`src/rtl/serial_adder_seq.sv`:
```
// rtl/serial_adder_seq.sv - bit-serial adder stage with valid/ready handshakes on both sides
// Optional subtract mode (a-b, c_out=1 means no borrow) enabled by defining SERIAL_ADDER_SUB_EN.
module serial_adder_seq #(
  parameter int WIDTH = 8
) (
  input  logic             clk,
  input  logic             rst,
  input  logic             in_valid,
  output logic             in_ready,
  input  logic [WIDTH-1:0] a,
  input  logic [WIDTH-1:0] b,
  input  logic             cin,
`ifdef SERIAL_ADDER_SUB_EN
  input  logic             sub,
`endif
  output logic             out_valid,
  input  logic             out_ready,
  output logic [WIDTH-1:0] sum,
  output logic             c_out,
  output logic             busy
);

  localparam int CW = $clog2(WIDTH);
  localparam logic [CW-1:0] LAST = CW'(WIDTH - 1);

  typedef enum logic [1:0] {
    IDLE,
    RUN,
    DONE
  } state_t;

  state_t           state;
  state_t           state_nxt;
  logic [WIDTH-1:0] a_sr;
  logic [WIDTH-1:0] b_sr;
  logic [WIDTH-1:0] res_sr;
  logic [WIDTH-1:0] res_nxt;
  logic             carry;
  logic [CW-1:0]    count;
  logic             bit_a;
  logic             bit_b;
  logic             bit_s;
  logic             bit_c;
  logic             accept;
  logic             last_step;

`ifdef SERIAL_ADDER_SUB_EN
  logic sub_q;
  assign bit_b = b_sr[0] ^ sub_q;
`else
  assign bit_b = b_sr[0];
`endif

  assign bit_a     = a_sr[0];
  assign bit_s     = bit_a ^ bit_b ^ carry;
  assign bit_c     = (bit_a & bit_b) | (carry & (bit_a ^ bit_b));
  assign res_nxt   = {bit_s, res_sr[WIDTH-1:1]};
  assign accept    = (state == IDLE) && in_valid;
  assign last_step = (state == RUN) && (count == LAST);

  assign in_ready  = (state == IDLE);
  assign out_valid = (state == DONE);
  assign busy      = (state != IDLE);

  always_ff @(posedge clk or negedge rst) begin
    if (!rst) begin
      state <= IDLE;
    end else begin
      state <= state_nxt;
    end
  end

  always_comb begin
    state_nxt = state;
    case (state)
      IDLE:    if (in_valid) state_nxt = RUN;
      RUN:     if (count == LAST) state_nxt = DONE;
      DONE:    if (out_ready) state_nxt = IDLE;
      default: state_nxt = IDLE;
    endcase
  end

  always_ff @(posedge clk or negedge rst) begin
    if (!rst) begin
      a_sr   <= '0;
      b_sr   <= '0;
      res_sr <= '0;
      carry  <= 1'b0;
      count  <= '0;
      sum    <= '0;
      c_out  <= 1'b0;
`ifdef SERIAL_ADDER_SUB_EN
      sub_q  <= 1'b0;
`endif
    end else if (accept) begin
      a_sr  <= a;
      b_sr  <= b;
      count <= '0;
`ifdef SERIAL_ADDER_SUB_EN
      sub_q <= sub;
      carry <= sub ? 1'b1 : cin;
`else
      carry <= cin;
`endif
    end else if (state == RUN) begin
      // sum bits enter from the MSB side so the first bit lands in bit0 after WIDTH steps
      res_sr <= res_nxt;
      carry  <= bit_c;
      a_sr   <= a_sr >> 1;
      b_sr   <= b_sr >> 1;
      count  <= count + 1'b1;
      if (last_step) begin
        sum   <= res_nxt;
        c_out <= bit_c;
      end
    end
  end

endmodule
```
`config.mk`:
```
export PLATFORM = sky130hd
export DESIGN_NAME = serial_adder_seq
export DESIGN_NICKNAME = d
export VERILOG_FILES = /design/src/rtl/serial_adder_seq.sv
export SDC_FILE = /design/constraint.sdc
export NUM_CORES = 1
export LEC_CHECK = 0
export CAP_MARGIN = 20
export CORE_ASPECT_RATIO = 0.9
export CORE_MARGIN = 4
export CORE_UTILIZATION = 25
export CTS_BUF_LIST = sky130_fd_sc_hd__clkbuf_16
export DETAILED_ROUTE_END_ITERATION = 10
export DONT_BUFFER_PORTS = 1
export PLACE_DENSITY = 0.38
export SYNTH_ARGS = -nofsm -noshare
export SYNTH_HDL_FRONTEND = slang
export SYNTH_SLANG_ARGS = --single-unit
```
`constraint.sdc`:
```
create_clock -name clk -period 1.95 [get_ports clk]
set_input_delay 0.195 -clock clk [delete_from_list [all_inputs] [get_ports clk]]
set_output_delay 0.195 -clock clk [all_outputs]
set_load 0.02 [all_outputs]
```
==> results.md <==
- Worst-skew pair later-pin latency: 280 ps
- Slew Limit Fails: 0
- Cells on worst reg2reg path: 3
- Final hold vios: 0
- Yosys top cell area share: 56.13%
- First-pass GRT wire length: 5.954 mm
- Mapped Cells: 149
- Avg Cell Area, Syn: 11.37 um^2
- RSZ-0062 raised after global routing: no
- Synth Flop Type: dfrtp_1
- Placement row count: 28
- Flops & latches, synth: 38
- Final GP Congestion: 0.7604
- CTS Hold Bufs: 2
- Status: finished, final reports clean
- WHS Endpoint: state[1]$_DFFE_PN0P_
- Reg2Reg Setup Slack: 410 ps
- Die Ht: 86.10 um
- H-Tree Depth: 2
- DRT iter0 DRCs: 31
- Post-DP Area: 0.001748 mm^2
- Synth Warn #: 0
- # setup viols final: 0
- Peak VDD IR: 0.5546 mV
- Clk sinks: 38
- Syn Std Cell Area: 0.001694 mm^2
- DR pass1 iterations: 4
- Post-Synth Simple-Gate Area: 10.71%
- Syn nets: 173
- Cell Pwr Density: 1760 mW/mm^2
- Highest Clock Rate: 0.5864 GHz
- Hold path depth: 1
- Max Cap Viol: 0
- Proportion of synthesized area in mux cells: 7.976%
- Largest cells by area after synthesis: dfrtp_1 (56%), o22ai_1 (9.2%), mux2_4 (8.0%), nand2_1 (5.3%), a21oi_1 (3.8%)
- Vias: 1159
- Reg2reg start: state[0]$_DFFE_PN0P_
- CP cell instances: nor2_1, inv_1
- Largest net degree at the start of global routing: 39
- TNS Setup: 0 ps
- IO Pins: 33
- # diodes: 0
- CP required: 1750 ps
- Crit share post-route: 87.45%
- Routed Antenna Nets: 0
- CP max stage delay: 510 ps
- Clock transition at path regs: 50 ps
- CP delay by family, top: flip-flops
- Total Power: 3.370 mW
- Ys async rst share: 100.0%
- Critical path class: reg2out
- Area Overhead vs Synth: 13.00%
- Initial antenna violation count: 0
- Routed wire per std cell: 15.17 um
- Worst path depth: 2
- Largest family of logic cells by synthesized area: compound AO/OA/AOI/OAI gates
- Fraction of layout cells with a size suffix above 1: 13.25%
- CTS tree: yes
- Post-synth EDFFs: 0
- Total Wirelength: 3.655 mm
- Worst hold path class: in2reg
- Total core area: 0.006586 mm^2
- Hold Crit Start: out_ready
- Xor and xnor area share after synthesis: 0%
- Synth Area in Compound Gates: 17.95%
- IO buf count: 0
- Drt drc: 0
- Synth area leader: dfrtp_1
- Grt ovf: 0
- Vias per Instance: 4.809
- DP HPWL: 2.577 mm
- Skew final: 2.986 ps
- Max Root-Sink Buffers: 2
- Min Hold Slack: 5.096 ps
- Final std cell area, no fill: 0.001914 mm^2
- Critical path buffers and inverters: 1
- Min cycle time layout: 1705 ps
- Crit-path slowest cell: dfrtp_1
- Crit-path max FO: 10
- Die X: 94.77 um
- Post-Synth Adder-Cell Area: 2.659%
- Sequential-to-total area share from yosys stat: 56.13%
- Slew HR: 63.29%
- Setup crit end kind: primary output
- Filler Cell Count: 728
- Nets: 174
- CTS root buf: clkbuf_16
- Gr usage total: 9.735%
- Setup bufs post-CTS: 0
- Actual slew at the worst max-slew pin: 548.7 ps
- Via count of the first global-routing pass: 1216
- WP data arrival: 1510 ps
- Die Area: 0.008159 mm^2
- Crit path launch type: register
- Post-CTS sizing: 0
- Lkg Pwr: 0.8558 nW
- Yosys cell types: 26
- R2r endpoint: sum[6]$_DFFE_PN0P_
- Initial Util: 25.72%
- CTS Buf Count: 5
[flip-flops by register name (all words and copies together) (netlist names)]
name and flops:
state 2, count 3, res_sr 7, b_sr 8, c_out 1, carry 1, a_sr 8, sum 8
[layer usage]
layer	share of wire (%)	vias up	wire length (um)	global-route usage [%]
li1	-	540	-	-
met1	43	567	1575	11.46
met2	47	45	1706	15.11
met3	8.6	7	313	4.561
met4	1.6	0	60	4.325
met5	0	-	0	0
[synth_stat cells (all sizes together), types with 2 or more instances]
cell and n:
a2bb2oi 3, o21ai 4, ha 2, a21oi 13, buf 9, dfrtp 38, a22o 2, inv 3
nand2 25, nand2b 4, nor2b 2, o22ai 25, nor2 5, mux2 9
[cell usage in the layout (no fill, tap or decap)]
cell / n
inv_1: 2
nand2_1: 24
nor2b_4: 1
nor2_1: 4
inv_2: 1
fa_1: 1
a2bb2oi_1: 3
clkinv_1: 3
a22o_1: 2
o31ai_1: 1
o221a_1: 1
o21ai_0: 2
buf_12: 1
o22ai_1: 25
ha_1: 2
dfrtp_1: 38
o21ai_1: 2
nor2b_1: 1
nand3b_1: 1
buf_4: 1
a21oi_1: 13
dlygate4sd3_1: 1
nand2b_1: 4
mux2_4: 9
nor2_2: 1
or2_1: 1
clkbuf_16: 5
nand2_4: 1
[worst max-delay path by stage]
stage / start / to / slack [ps]
after floorplan: count[0]$_DFFE_PN0P_ / c_out$_DFFE_PN0P_ / 600
after global placement: state[0]$_DFFE_PN0P_ / sum[5]$_DFFE_PN0P_ / 460
after detailed placement: state[0]$_DFFE_PN0P_ / sum[5]$_DFFE_PN0P_ / 420
after CTS: state[1]$_DFFE_PN0P_ / busy / 250
after global routing: state[1]$_DFFE_PN0P_ / busy / 150
final: state[1]$_DFFE_PN0P_ / busy / 240
[through the flow]
step | utilization [%] | worst slack [ps] | instances
after global placement | 26.54 | 463.9 | 231
after detailed placement | 26.54 | 416.1 | 231
after CTS | 29.07 | 251.0 | 241
after global routing | 29.07 | 150.4 | 241
final | 29.07 | 244.7 | 241
after floorplan | - | 596.4 | 149
[worst register-to-register path: cells and delay by family, from the launching register on]
family / cells / cell delay [ps]
flip-flops: 1 / 540
multiplexers: 1 / 330
AND/OR/NAND/NOR: 2 / 550
[cells by family after synthesis]
| family | count (synthesis) |
|---|---|
| AOI/OAI and AO/OA | 49 |
| buffers and inverters | 12 |
| and+or+nand+nor | 38 |
| DFF | 38 |
| adders and majority gates | 3 |
| muxes | 9 |
[layout make-up]
class	count	area, um^2	share of cell area, %
sequential	38	950.9	49.67
multi-input combinational	99	665.6	34.77
clock buffer	5	125.1	6.536
tap	90	112.6	5.882
timing repair buffer	3	37.54	1.961
clock inverter	3	11.26	0.5882
inverter	3	11.26	0.5882
[power breakdown]
group	switching, mW	internal, mW	total (mW)
clock network	0.294	0.460	0.753
registers	0.403	1.15	1.56
logic	0.541	0.519	1.06
Power figures use the tool's default switching activity.
==> RTL edit (config.mk and constraints unchanged) <==
Set the parameter `WIDTH` to 16 (it was 8).
--- a/src/rtl/serial_adder_seq.sv
+++ b/src/rtl/serial_adder_seq.sv
@@ -3,3 +3,3 @@
 module serial_adder_seq #(
-  parameter int WIDTH = 8
+  parameter int WIDTH = 16
 ) (
Interface: changed (resized a, b and sum); port bits go from 33 to 57. No check against the original RTL was run, so the function may have changed too.
==> RTL edit against the original RTL <==
- die area up 69%
- worst setup slack better by 0.070 ns
- critical path depth unchanged
- final area up 84%
- wire length up 86%
- sequential share of layout area up 0.81 points
- non-clock buffer count up 9
- synthesized area up 77%
- maximum frequency up 4.3%
- sequential cell count up 33
- total power up 84%
- via count up 76%
- sequential power up 76%
==> RTL edit: results (changes against the original RTL) <==
- FILL cells: 1222 (+68%)
- GRT Overall Usage: 0.1087 (+0.01133)
- Post-synth top cells: nand2_1, dfrtp_1, nor2_1
- Hold Path Sink: b_sr[0]$_DFFE_PN0P_
- Routed wire per std cell: 14.49 um (-4.5%)
- H-tree Lvls: 3 (+1)
- CP startpoint: state[0]$_DFFE_PN0P_
- Worst skew pair latency: 0.33 ns (+0.05 ns)
- Largest net degree at the start of global routing: 72 (+85%)
- Worst reg-to-reg path cell count: 4 (+1)
- Fraction of layout cells with a size suffix above 1: 0.07372 (-0.05873)
- Final Skew: 0.004324 ns (+0.001337 ns)
- Worst-path maximum fanout: 7 (-3)
- Met3 WL: 505 um (+61%)
- Synth area leaders: dfrtp_1, nand2_1, mux2_1
- 1st-iter DRT viols: 129 (+320%)
- Peak VDD IR: 0.0006150 V (+11%)
- Status: completed
- R2R setup slack: 0.36 ns (-0.05 ns)
- Sequential area share after synthesis: 0.5924 (+0.03111)
- Hold path startpoint: b[0]
- Global-route wire length before repair: 11500 um (+93%)
- Routed length on met2: 2954 um (+73%)
- Hold Crit Depth: 2 (+1)
- Reg2reg end: b_sr[14]$_DFFE_PN0P_
- WHS: 0.01649 ns (+0.01140 ns)
- Worst slew pin tran: 0.5600 ns (+0.01135 ns)
==> RTL edit: cell types whose count changed after synthesis, moves of 9 or more <==
cell | before | now
a31oi_1 | 0 | 27
nand3_1 | 0 | 10
mux2_1 | 0 | 17
nor2_1 | 4 | 28
a21oi_1 | 13 | 0
mux2_4 | 9 | 0
nand2_1 | 24 | 112
dfrtp_1 | 38 | 71
o22ai_1 | 25 | 0
==> RTL edit: final cells by class <==
class,instances,area share
Inverter,2,0.002133
Clock buffer,9,0.06399
Sequential cell,71,0.5048
Tap cell,156,0.05546
Multi-Input combinational cell,212,0.3125
Timing Repair Buffer,12,0.03910
Clock inverter,6,0.02204
==> RTL edit: kinds of logic (layout without fill, tap and decap cells) <==
logic type                 Yosys count  in the layout  share of synthesized area
AOI/OAI and AO/OA                   34             34                    0.07217
buffers and inverters               21             29                    0.04213
and+or+nand+nor                    158            158                     0.2153
DFF                                 71             71                     0.5924
adders and majority gates            2              2                    0.01085
muxes                               18             18                    0.06717
==> RTL edit: through the flow <==
stage	setup slack (ns)	cells	cell area, um^2
after detailed placement	0.3500	446	3129
after CTS	0.2489	468	3520
final	0.3152	468	3520
after global routing	0.2018	468	3520
after floorplan	0.4713	304	2999
after global placement	0.3743	446	3129
==> RTL edit: critical path, stage by stage, from the launching register on <==
cell and delay [ns]:
dfrtp_1 0.44, nor2_1 0.44, inv_1 0.23
==> RTL edit: report_power, final <==
group,internal [W],total (W),leakage [nW],switching (W)
sequential,0.00216,0.00274,0.896,0.000580
clock,0.00110,0.00169,0.154,0.000594
combinational,0.000684,0.00176,0.638,0.00108
total,0.00394,0.00619,1.69,0.00225
==> RTL edit: per-layer routing <==
metal,GRT usage,vias up
li1,-,1007
met1,0.1387,972
met2,0.1569,50
met3,0.05383,11
met4,0.04207,0
met5,0,-
